File: src/rtl/reset_sequencer.sv
// Holds all reset domains, then releases them in index order, each gated on its synchronized ack.
// Outputs registered, one cycle after the state decision; a missing ack stalls a step for at most ACK_TIMEOUT cycles.
module reset_sequencer #(
    parameter int NUM_DOMAINS = 4,
    parameter int HOLD_CYCLES = 16,
    parameter int ACK_TIMEOUT = 64
) (
    input  logic                   clk,
    input  logic                   rst,
    input  logic                   sw_rst_req,
    input  logic [NUM_DOMAINS-1:0] domain_ack,
    output logic [NUM_DOMAINS-1:0] domain_rst_n,
    output logic                   rst_busy,
    output logic                   rst_done,
    output logic [NUM_DOMAINS-1:0] timeout_err
);
    localparam int CNT_MAX = (HOLD_CYCLES > ACK_TIMEOUT) ? HOLD_CYCLES : ACK_TIMEOUT;
    localparam int CW      = $clog2(CNT_MAX);
    localparam int IW      = (NUM_DOMAINS > 1) ? $clog2(NUM_DOMAINS) : 1;

    typedef enum logic [2:0] {
        ST_ASSERT,
        ST_WAIT_LOW,
        ST_RELEASE,
        ST_DONE,
        ST_IDLE
    } state_t;

    state_t                 state_q, state_nxt;
    logic [CW-1:0]          cnt_q, cnt_nxt, cnt_inc;
    logic [IW-1:0]          idx_q, idx_nxt;
    logic [NUM_DOMAINS-1:0] ack_meta, ack_sync;
    logic [NUM_DOMAINS-1:0] err_nxt, rst_n_nxt;
    logic                   busy_nxt, done_nxt;
    logic                   cnt_at_hold, cnt_at_timeout;

    assign cnt_inc        = (&cnt_q) ? cnt_q : cnt_q + CW'(1);
    assign cnt_at_hold    = (cnt_q == CW'(HOLD_CYCLES - 1));
    assign cnt_at_timeout = (cnt_q == CW'(ACK_TIMEOUT - 1));

    always_ff @(posedge clk or posedge rst) begin
        if (rst) begin
            ack_meta <= '0;
            ack_sync <= '0;
        end else begin
            ack_meta <= domain_ack;
            ack_sync <= ack_meta;
        end
    end

    always_ff @(posedge clk or posedge rst) begin
        if (rst) begin
            state_q      <= ST_ASSERT;
            cnt_q        <= '0;
            idx_q        <= '0;
            domain_rst_n <= '0;
            rst_busy     <= 1'b1;
            rst_done     <= 1'b0;
            timeout_err  <= '0;
        end else begin
            state_q      <= state_nxt;
            cnt_q        <= cnt_nxt;
            idx_q        <= idx_nxt;
            domain_rst_n <= rst_n_nxt;
            rst_busy     <= busy_nxt;
            rst_done     <= done_nxt;
            timeout_err  <= err_nxt;
        end
    end

    always_comb begin
        state_nxt = state_q;
        cnt_nxt   = cnt_inc;
        idx_nxt   = idx_q;
        err_nxt   = timeout_err;
        case (state_q)
            ST_ASSERT: begin
                if (cnt_at_hold) begin
                    state_nxt = ST_WAIT_LOW;
                    cnt_nxt   = '0;
                end
            end
            ST_WAIT_LOW: begin
                // Acks still high at the deadline are flagged; with all acks low this OR is a no-op.
                if (ack_sync == '0 || cnt_at_timeout) begin
                    err_nxt   = timeout_err | ack_sync;
                    state_nxt = ST_RELEASE;
                    cnt_nxt   = '0;
                    idx_nxt   = '0;
                end
            end
            ST_RELEASE: begin
                if (sw_rst_req) begin
                    state_nxt = ST_ASSERT;
                    cnt_nxt   = '0;
                    idx_nxt   = '0;
                end else if (ack_sync[idx_q] || cnt_at_timeout) begin
                    if (!ack_sync[idx_q]) begin
                        err_nxt[idx_q] = 1'b1;
                    end
                    cnt_nxt = '0;
                    if (idx_q == IW'(NUM_DOMAINS - 1)) begin
                        state_nxt = ST_DONE;
                    end else begin
                        idx_nxt = idx_q + IW'(1);
                    end
                end
            end
            ST_DONE: begin
                state_nxt = ST_IDLE;
                cnt_nxt   = '0;
            end
            ST_IDLE: begin
                cnt_nxt = '0;
                if (sw_rst_req) begin
                    state_nxt = ST_ASSERT;
                end
            end
            default: begin
                state_nxt = ST_ASSERT;
                cnt_nxt   = '0;
                idx_nxt   = '0;
            end
        endcase
    end

    // Outputs are decoded from the next state so they register together with it.
    always_comb begin
        busy_nxt  = (state_nxt != ST_IDLE);
        done_nxt  = (state_nxt == ST_DONE);
        rst_n_nxt = '0;
        case (state_nxt)
            ST_RELEASE: begin
                for (int i = 0; i < NUM_DOMAINS; i++) begin
                    rst_n_nxt[i] = (idx_nxt >= IW'(i));
                end
            end
            ST_DONE, ST_IDLE: rst_n_nxt = '1;
            default: rst_n_nxt = '0;
        endcase
    end

endmodule

File: config.mk
export PLATFORM = sky130hd
export DESIGN_NAME = reset_sequencer
export DESIGN_NICKNAME = d
export VERILOG_FILES = /design/src/rtl/reset_sequencer.sv
export SDC_FILE = /design/constraint.sdc
export NUM_CORES = 1
export LEC_CHECK = 0
export ABC_CLOCK_PERIOD_IN_PS = 3250
export CAP_MARGIN = 20
export CORE_MARGIN = 4
export CORE_UTILIZATION = 25
export CTS_CLUSTER_SIZE = 24
export DETAILED_ROUTE_END_ITERATION = 12
export SETUP_SLACK_MARGIN = 0.2
export SKIP_LAST_GASP = 1
export SLEW_MARGIN = 15
export SYNTH_ARGS = -nofsm -noshare
export SYNTH_HDL_FRONTEND = slang
export SYNTH_SLANG_ARGS = --single-unit
File: constraint.sdc
create_clock -name clk -period 3.25 [get_ports clk]
set_clock_uncertainty 0.1 [all_clocks]
set_input_delay 0.325 -clock clk [delete_from_list [all_inputs] [get_ports clk]]
set_output_delay 0.325 -clock clk [all_outputs]
set_load 0.01 [all_outputs]
==> metrics.md <==
| Metric | Value |
|---|---|
| Initial Utilization | 0.258 |
| First-pass GRT wire length | 4730 um |
| DIE HEIGHT | 83.4 um |
| Syn_area_per_cell | 11.2 um^2 |
| Cells after DPL | 208 |
| Total die area | 6950 um^2 |
| Vias/cell | 4.58 |
| Worst-path fanout max | 10 |
| CORE AREA | 5510 um^2 |
| Setup CP Type | reg2reg |
| Post-route minimum period | 2.11 ns |
| Pre-CTS setup slack | 1.00 ns |
| Longest Clk Path Bufs | 2 |
| Psw | 0.358 mW |
| Post-route ant nets | 0 |
| Root Buffer | clkbuf_8 |
| Setup ws final | 1.14 ns |
| R2R Path Start | idx_q[0]$_DFF_PP0_ |
| Synth async-reset ratio | 1.00 |
| RSZ-0062 raised after global routing | no |
| Setup TNS | 0 ns |
| Clock-pin slew on the worst setup and hold paths | 0.06 ns |
| Worst hold path class | reg2reg |
| DRC Markers | 0 |
| Final setup violation count | 0 |
| # H-tree levels | 2 |
| Grt ovf | 0 |
| F_max | 0.473 GHz |
| CP max stage delay | 0.60 ns |
| Gate power share | 0.291 |
| Compound-Gate Fraction of Synth Area | 0.214 |
| Leakage power | 0.734 nW |
| CTS Hold Bufs | 0 |
| # fillers | 566 |
| CP Capture Type | flip-flop |
| Fin crit share | 0.650 |
| Net Count, Synth | 135 |
| Worst rel slew slack | 0.642 |
| Chip Width | 83.4 um |
| PortBufs | 16 |
| CTS tree | yes |
| CP cell instances | mux4_2 -> o221a_2 -> a311oi_2 -> o21ai_1 |
| Status | completed |
| CP max stage cell | mux4_2 |
| Largest family of logic cells by synthesized area | compound AO/OA/AOI/OAI gates |
| Clk pwr share | 0.288 |
| Crit path arrival time | 2.17 ns |
| CP startpoint | idx_q[0]$_DFF_PP0_ |
| Share of post-route cells with drive strength above 1 | 0.167 |
| Final non-filler cell area | 1720 um^2 |
| GRT Overall Usage | 0.0845 |
| Post_cts resized | 0 |
| PD cells | 664 nW/um^2 |
| DR iter-0 viols | 98 |
| Post-CTS Setup Inserts | 0 |
| Critical path launch point type | flip-flop |
| Non-filler cells, final | 216 |
| Ys Warns | 0 |
| Sw frac | 0.313 |
| Post-synthesis simple-gate area fraction | 0.181 |
| Final Net Count | 151 |
| Router iterations before antenna repair | 4 |
| Synth cell types | 51 |
| Worst skew pair latency | 0.28 ns |
| Area Growth Syn to Fin | 21.2% |
| Max-Cap Viols | 0 |
| Worst-Margin Slew | 0.530 ns |
| GPL Wtd Cong | 0.811 |
| Worst path required time | 3.30 ns |
| Seq cells post-synth | 29 |
| Antenna cells | 0 |
| Syn Std Cell Area | 1420 um^2 |
| DP HPWL | 1890 um |
| Routed length per instance | 12.4 um |
| Internal power | 0.786 mW |
| Wirelength, routed | 2690 um |
| Top Ports | 17 |
| Mux share of post-synthesis cell area | 0.0238 |
| Worst vdd ir | 0.000366 V |
| Vias in the first global route | 1002 |
| Largest net degree at the start of global routing | 30 |
| Ys flop type | dfrtp_1 |
| Dpl cell area | 1620 um^2 |
| Number of synthesized flops with an enable pin | 0 |
| Max-slew violations | 0 |
| Sequential-to-total area share from yosys stat | 0.512 |
| Synthesized instance count | 127 |
| Vias | 990 |
| Synth Area in Adders | 0.00881 |
| Final Hold Vio Count | 0 |
| Initial antenna violation count | 0 |
| Critical hold path startpoint | ack_meta[0]$_DFF_PP0_ |
| Clock sink count | 29 |
| CTS buffer count | 5 |
| Sequential power share | 0.422 |
| Post-Synth XOR/XNOR Area | 0.00617 |
| FP Rows | 27 |
kinds of logic (layout without fill, tap and decap cells):
| kind of cell | count (synthesis) | in the layout |
|---|---|---|
| compound gates | 39 | 39 |
| xor+xnor | 1 | 1 |
| fa+ha+maj | 1 | 1 |
| buf+inv | 13 | 30 |
| flops | 29 | 29 |
| mux | 2 | 2 |
| simple gates | 42 | 42 |
power groups by stage:
stage                     Sequential, mW  Clock, mW  Combinational, mW
final                              0.482      0.329              0.333
after floorplan                    0.471          0              0.270
after global routing               0.494      0.356              0.371
after CTS                          0.482      0.337              0.335
after global placement             0.487          0              0.329
after detailed placement           0.489          0              0.333
critical path: cells and delay by family, from the launching register on:
family	cells	cell delay (ns)
flip-flops	1	0.55
multiplexers	1	0.60
AO/OA/AOI/OAI	3	0.74
per-layer routing:
metal	global-route usage	routed length, um	vias up
li1	-	-	496
met1	0.108	1350	469
met2	0.131	1170	22
met3	0.0298	143	3
met4	0.0312	25	0
met5	0	0	-
through the flow:
stage	utilization	hold WS [ns]	total power [mW]
finish	0.313	0.250	1.14
detailed placement	0.294	0.238	0.822
global route	0.313	0.262	1.22
floorplan	-	0.231	0.741
CTS	0.313	0.252	1.15
global placement	0.294	0.234	0.816
sequential cells by signal, summed over array words and instances (netlist names):
signal / flops
state_q: 3
rst_busy: 1
cnt_q: 6
ack_meta: 4
idx_q: 2
timeout_err: 4
domain_rst_n: 4
ack_sync: 4
rst_done: 1
synth_stat cells, drive strengths merged, types with 3 or more instances:
master	count	area [um^2]
inv	5	18.8
nor2	7	26.3
clkbuf	3	11.3
dfrtp	28	701
nand2	8	30.0
nor3	6	51.3
a21oi	12	67.6
o21bai	5	37.5
buf	5	46.3
o21ai	3	15.0
o31ai	3	22.5
cells in the final DEF (no fill, tap or decap), drive strengths merged, types with 5 or more instances in the layout:
cell / Yosys / final
clkbuf: 3 / 7
inv: 5 / 5
clkdlybuf4s50: 0 / 16
o21bai: 5 / 5
nand2: 8 / 8
nor3: 6 / 6
a21oi: 12 / 12
dfrtp: 28 / 28
nor2: 7 / 7
path summary, 6_finish.rpt:
kind | slack (ns) | to | cells past startpoint
hold reg to reg | 0.25 | ack_sync[0]$_DFF_PP0_ | 0
max in group asynchronous | 2.44 | rst_busy$_DFF_PP1_ | 3
setup / recovery | 1.14 | domain_rst_n[3]$_DFF_PP0_ | 4
min in group asynchronous | 0.31 | ack_meta[1]$_DFF_PP0_ | 3
hold / removal | 0.25 | ack_sync[0]$_DFF_PP0_ | 0
setup reg to reg | 1.14 | domain_rst_n[3]$_DFF_PP0_ | 4
layout make-up:
cell class | count | area (um^2) | share of cell area
flip-flops and latches | 29 | 727 | 0.422
clock inverters | 1 | 5.00 | 0.00291
well taps | 72 | 90.1 | 0.0523
clock buffers | 7 | 96.3 | 0.0560
inverters | 5 | 18.8 | 0.0109
multi-input cells | 85 | 617 | 0.358
repair buffers | 17 | 168 | 0.0974
Power figures use the tool's default switching activity.
